File: config.mk
export PLATFORM = sky130hd
export DESIGN_NAME = sha1_msg_sched
export DESIGN_NICKNAME = d
export VERILOG_FILES = /design/src/rtl/sha1_msg_sched.sv
export SDC_FILE = /design/constraint.sdc
export NUM_CORES = 1
export LEC_CHECK = 0
export ABC_AREA = 1
export CAP_MARGIN = 20
export CORE_MARGIN = 2
export CORE_UTILIZATION = 52
export CTS_CLUSTER_SIZE = 8
export DETAILED_ROUTE_END_ITERATION = 10
export GPL_ROUTABILITY_DRIVEN = 0
export PLACE_DENSITY = 0.81
export SLEW_MARGIN = 40
export SYNTH_ARGS = -nofsm -noshare
export SYNTH_HDL_FRONTEND = slang
export SYNTH_SLANG_ARGS = --single-unit
File: constraint.sdc
create_clock -name clk -period 2.28 [get_ports clk]
set_clock_uncertainty 0.2 [all_clocks]
set_input_delay 0.456 -clock clk [delete_from_list [all_inputs] [get_ports clk]]
set_output_delay 0.456 -clock clk [all_outputs]
set_load 0.005 [all_outputs]
File: src/rtl/sha1_msg_sched.sv
// SHA-1 message-schedule generator: loads one 512-bit block and streams W[0..79]
// with the round index, using a 16-word sliding window.
module sha1_msg_sched (
    input  logic         clk,
    input  logic         rst_n,
    input  logic         blk_valid,
    output logic         blk_ready,
    input  logic [511:0] blk_data,
    input  logic         flush,
    output logic         w_valid,
    input  logic         w_ready,
    output logic [31:0]  w_out,
    output logic [8:0]   t_out,
    output logic         w_last,
    output logic         busy
);

    typedef enum logic {
        IDLE = 1'b0,
        EMIT = 1'b1
    } state_e;

    localparam logic [8:0] T_LAST = 9'd79;

    state_e      state_q;
    logic [31:0] win_q [16];
    logic [8:0]  t_q;
    logic [31:0] mix_d;
    logic [31:0] w_new_d;

    // W[t+16] from the taps at window offsets 13, 8, 2 and 0.
    assign mix_d   = win_q[13] ^ win_q[8] ^ win_q[2] ^ win_q[0];
    assign w_new_d = {mix_d[30:0], mix_d[31]};

    always_ff @(posedge clk or negedge rst_n) begin
        if (!rst_n) begin
            state_q <= IDLE;
            t_q     <= '0;
            for (int i = 0; i < 16; i++) begin
                win_q[i] <= '0;
            end
        end else begin
            case (state_q)
                IDLE: begin
                    if (blk_valid && !flush) begin
                        for (int i = 0; i < 16; i++) begin
                            win_q[i] <= blk_data[511-32*i -: 32];
                        end
                        t_q     <= '0;
                        state_q <= EMIT;
                    end
                end
                EMIT: begin
                    // Flush wins over a coincident beat; window contents are left stale.
                    if (flush) begin
                        state_q <= IDLE;
                    end else if (w_ready) begin
                        if (t_q == T_LAST) begin
                            state_q <= IDLE;
                        end else begin
                            for (int i = 0; i < 15; i++) begin
                                win_q[i] <= win_q[i+1];
                            end
                            win_q[15] <= w_new_d;
                            t_q       <= t_q + 9'd1;
                        end
                    end
                end
                default: state_q <= IDLE;
            endcase
        end
    end

    assign blk_ready = (state_q == IDLE) && !flush;
    assign w_valid   = (state_q == EMIT);
    assign busy      = (state_q == EMIT);
    assign w_last    = (state_q == EMIT) && (t_q == T_LAST);
    assign w_out     = win_q[0];
    assign t_out     = t_q;

endmodule

==> impl_metrics.csv <==
group,metric,value,unit
setup_path,critical_path_peak_fanout,5,
setup_path,criticalPathCategory,"reg -> out",
timing,hold_slack_final,0.104,ns
timing,max_clock_freq,444,MHz
synth,synth_area_leader_cell,"sky130_fd_sc_hd__dfrtp_1",
floorplanning,design.core.area,51100,um^2
synth,netlist_instances,3117,
grt,overflow,0,
clock_tree,clk-insertion-delay-late,0.60,ns
grt,number_of_global_route_vias_before_repair,22800,
synth,synthXorXnorAreaFrac,0,%
timing,finalSetupViolCount,0,
floorplanning,floorplan_die_area,53300,um^2
synth,synth-adder-area-share,0.0467,%
grt,groute.usage.overall,32.2,%
layout,final_util,68.4,%
synth,largest_family_of_logic_cells_by_synthesized_area,"simple AND/OR/NAND/NOR gates",
flow_run,max_cap_viol,0,
layout,n_fill_cell,3973,
floorplanning,rows,83,
clock_tree,tritoncts,"built",
layout,area_growth_syn_to_layout,30.5,%
synth,synthMostInstantiatedCell,"sky130_fd_sc_hd__nand2_1",
layout,post_route_cells_drive_above_1_share,5.70,%
timing,slew_violations,0,
place,port_buffers,561,
clock_tree,clock-sinks,522,
clock_tree,clock_transition_at_the_registers_of_the_reported_paths,0.05,ns
timing,timing.final.crit_period,2.25,ns
drt,routed_via_density,5.39,
setup_path,crit_path_top_delay_cell,"sky130_fd_sc_hd__clkdlybuf4s50_1",
pwr,power.leakage,16.1,nW
timing,rsz0062_at_grt,"false",
drt,post_detailed_route_drc_marker_count,0,
timing,timing.slew.headroom,58.6,%
layout,ff_latch_area,13100,um^2
floorplanning,chipWidth,231,um
layout,multi_input_area,11700,um^2
setup_path,worstPathBufferInverterCount,1,
drt,vias_post_dr,23400,
worst_hold_path,worst_hold_path_type,"in -> async",
synth,synth_ff_type,"sky130_fd_sc_hd__dfrtp_1",
drt,postRouteAntennaNets,0,
layout,finish.net_count,4158,
timing,postLayoutSetupSlackWorst,0.0270,ns
synth,area_fraction_in_compound_gates_after_synthesis,10.9,%
clock_tree,clock_tree.buffer_depth,3,
place,placement.cell_area,32800,um^2
synth,synth.area.mux_share,14.7,%
pwr,vdd.ir_drop.worst,0.535,mV
drt,detailedRoute.firstPassIterationCount,6,
timing,tns,0,ns
timing,timing.final.hold_violations,0,
setup_path,setup.worst_path.start_class,"flip-flop",
timing,final_min_period_over_clock_period,98.8,%
timing,tightest_slew,0.621,ns
synth,ys_top_cells_by_area,"sky130_fd_sc_hd__dfrtp_1, sky130_fd_sc_hd__nand2_1, sky130_fd_sc_hd__mux2i_1",
setup_path,crit_required,1.62,ns
layout,final_cells,4349,
layout,design_area,35000,um^2
clock_tree,clk_root_buffer_cell,"sky130_fd_sc_hd__clkbuf_16",
place,place_worst_setup_slack,-0.0923,ns
pwr,powerDensity,892,nW/um^2
drt,drt_iter0_drc,2100,
place,detailed_place_hpwl,64600,um
setup_path,arrival,1.60,ns
place,placedCellCount,4235,
synth,synth-warning-count,0,
drt,routed_wirelength,86500,um
synth,netlist_area_before_placement,26800,um^2
synth,synth_sequential_area_ratio,48.8,%
synth,syn_nets,3635,
clock_tree,cts_max_level,3,
setup_path,path_delay_family,"buffers and inverters",
grt,grt_antenna_before_repair,30,
setup_path,critPathMaxStageDelay,0.54,ns
synth,netlist.area_leader.share,48.8,%
pwr,report.power.total,31.2,mW
synth,synth_async_sr_flop_share,100,%
synth,synth-simple-area-share,17.9,%
floorplanning,initial_utilization,52.4,%
synth,yosysUniqueCellTypes,18,
grt,global_route_wire_length_before_repair,130000,um
synth,synth_seq_cells,522,
synth,synth_area_per_cell,8.59,um^2
synth,synth.top_cells.by_count,"sky130_fd_sc_hd__nand2_1, sky130_fd_sc_hd__dfrtp_1, sky130_fd_sc_hd__o21ai_1, sky130_fd_sc_hd__mux2i_1, sky130_fd_sc_hd__o21ai_0",
clock_tree,cts_made_buffers,75,
setup_path,critical_path.endpoint_type,"primary output",
run_status,run_status,"complete, no violations",
floorplanning,fp.dieH,231,um
setup_path,cell_chain_critical_path,"clkdlybuf4s50_1",
drt,avgRoutedWirePerCell,19.9,um
floorplanning,ios,562,
grt,grt_start_max_net_pins,83,
synth,count_of_flip_flops_with_a_built_in_enable_after_synthesis,0,
-- routing by layer --
metal | track usage [%] | wire [um] | share of wire [%]
met1 | 43.2 | 35800 | 41
met2 | 50.6 | 40100 | 46
met3 | 5.42 | 6450 | 7.5
met4 | 16.5 | 4080 | 4.7
met5 | 0 | 105 | 0.12
-- report_power, final --
part | internal, mW | switching, mW
clock network | 5.81 | 4.01
registers | 11.6 | 1.85
logic | 3.60 | 4.35
-- kinds of logic (layout without fill, tap and decap cells) --
logic type,Yosys count,in the layout
flops,522,522
buf+inv,359,889
simple gates,1260,1260
compound gates,582,582
fa+ha+maj,1,1
other cells,0,22
mux,393,393
-- sequential cells by signal (all words and copies together), names as in the netlist --
name / flops
w_out: 32
t_out: 9
win_q: 480
busy: 1
-- worst paths after layout --
| check | slack, ns | endpoint | depth (start not counted) | startpoint |
|---|---|---|---|---|
| max | 0.03 | w_out[27] | 1 | w_out[27]$_DFFE_PN0P_ |
| min reg2reg | 0.28 | win_q[11]$_DFFE_PN0P_ | 2 | win_q[11]$_DFFE_PN0P_ |
| min | 0.10 | win_q[290]$_DFFE_PN0P_ | 2 | rst_n |
| min in group clk | 0.28 | win_q[11]$_DFFE_PN0P_ | 2 | win_q[11]$_DFFE_PN0P_ |
| max in group asynchronous | 0.97 | win_q[72]$_DFFE_PN0P_ | 4 | rst_n |
| max reg2reg | 0.12 | win_q[427]$_DFFE_PN0P_ | 5 | busy$_DFF_PN0_ |
-- repair_timing --
action / in CTS / in global routing
setup endpoints to repair: 14 / 8
hold buffers: 1 / 0
setup buffers: 6 / 1
pin swaps: 4 / 2
hold endpoints to repair: 306 / 0
resized for setup: 22 / 9
-- layout by cell type (no fill, tap or decap), types with 4 or more instances in the layout --
cell type                         Yosys  layout
sky130_fd_sc_hd__clkbuf_16            0      75
sky130_fd_sc_hd__nand2_1           1205    1204
sky130_fd_sc_hd__clkdlybuf4s50_1      0     550
sky130_fd_sc_hd__dlygate4sd2_1        0       7
sky130_fd_sc_hd__buf_12               0      30
sky130_fd_sc_hd__dfrtp_1            522     510
sky130_fd_sc_hd__dfrtp_2              0      11
sky130_fd_sc_hd__nand3_1             42      42
sky130_fd_sc_hd__nor2_1              10       8
sky130_fd_sc_hd__mux2i_1            393     393
sky130_fd_sc_hd__buf_4               76      71
sky130_fd_sc_hd__diode_2              0      22
sky130_fd_sc_hd__inv_6                0       4
sky130_fd_sc_hd__o21ai_0            185     185
sky130_fd_sc_hd__o21ai_1            395     395
sky130_fd_sc_hd__inv_1              139     139
-- area by class of cell --
class	count	area share, %
Antenna cell	22	0.158
Tap cell	680	2.43
Sequential cell	522	37.4
Clock inverter	8	0.222
Inverter	140	1.50
Timing Repair Buffer	665	19.4
Multi-Input combinational cell	2236	33.5
Clock buffer	76	5.38
-- worst reg2reg max path, cell delays in order, from the launching register on --
cell                      delay (ns)
sky130_fd_sc_hd__dfrtp_4        0.44
sky130_fd_sc_hd__buf_4          0.16
sky130_fd_sc_hd__buf_12         0.21
sky130_fd_sc_hd__buf_12         0.35
sky130_fd_sc_hd__mux2i_1        0.52
sky130_fd_sc_hd__o21ai_0        0.16
Power figures use the tool's default switching activity.
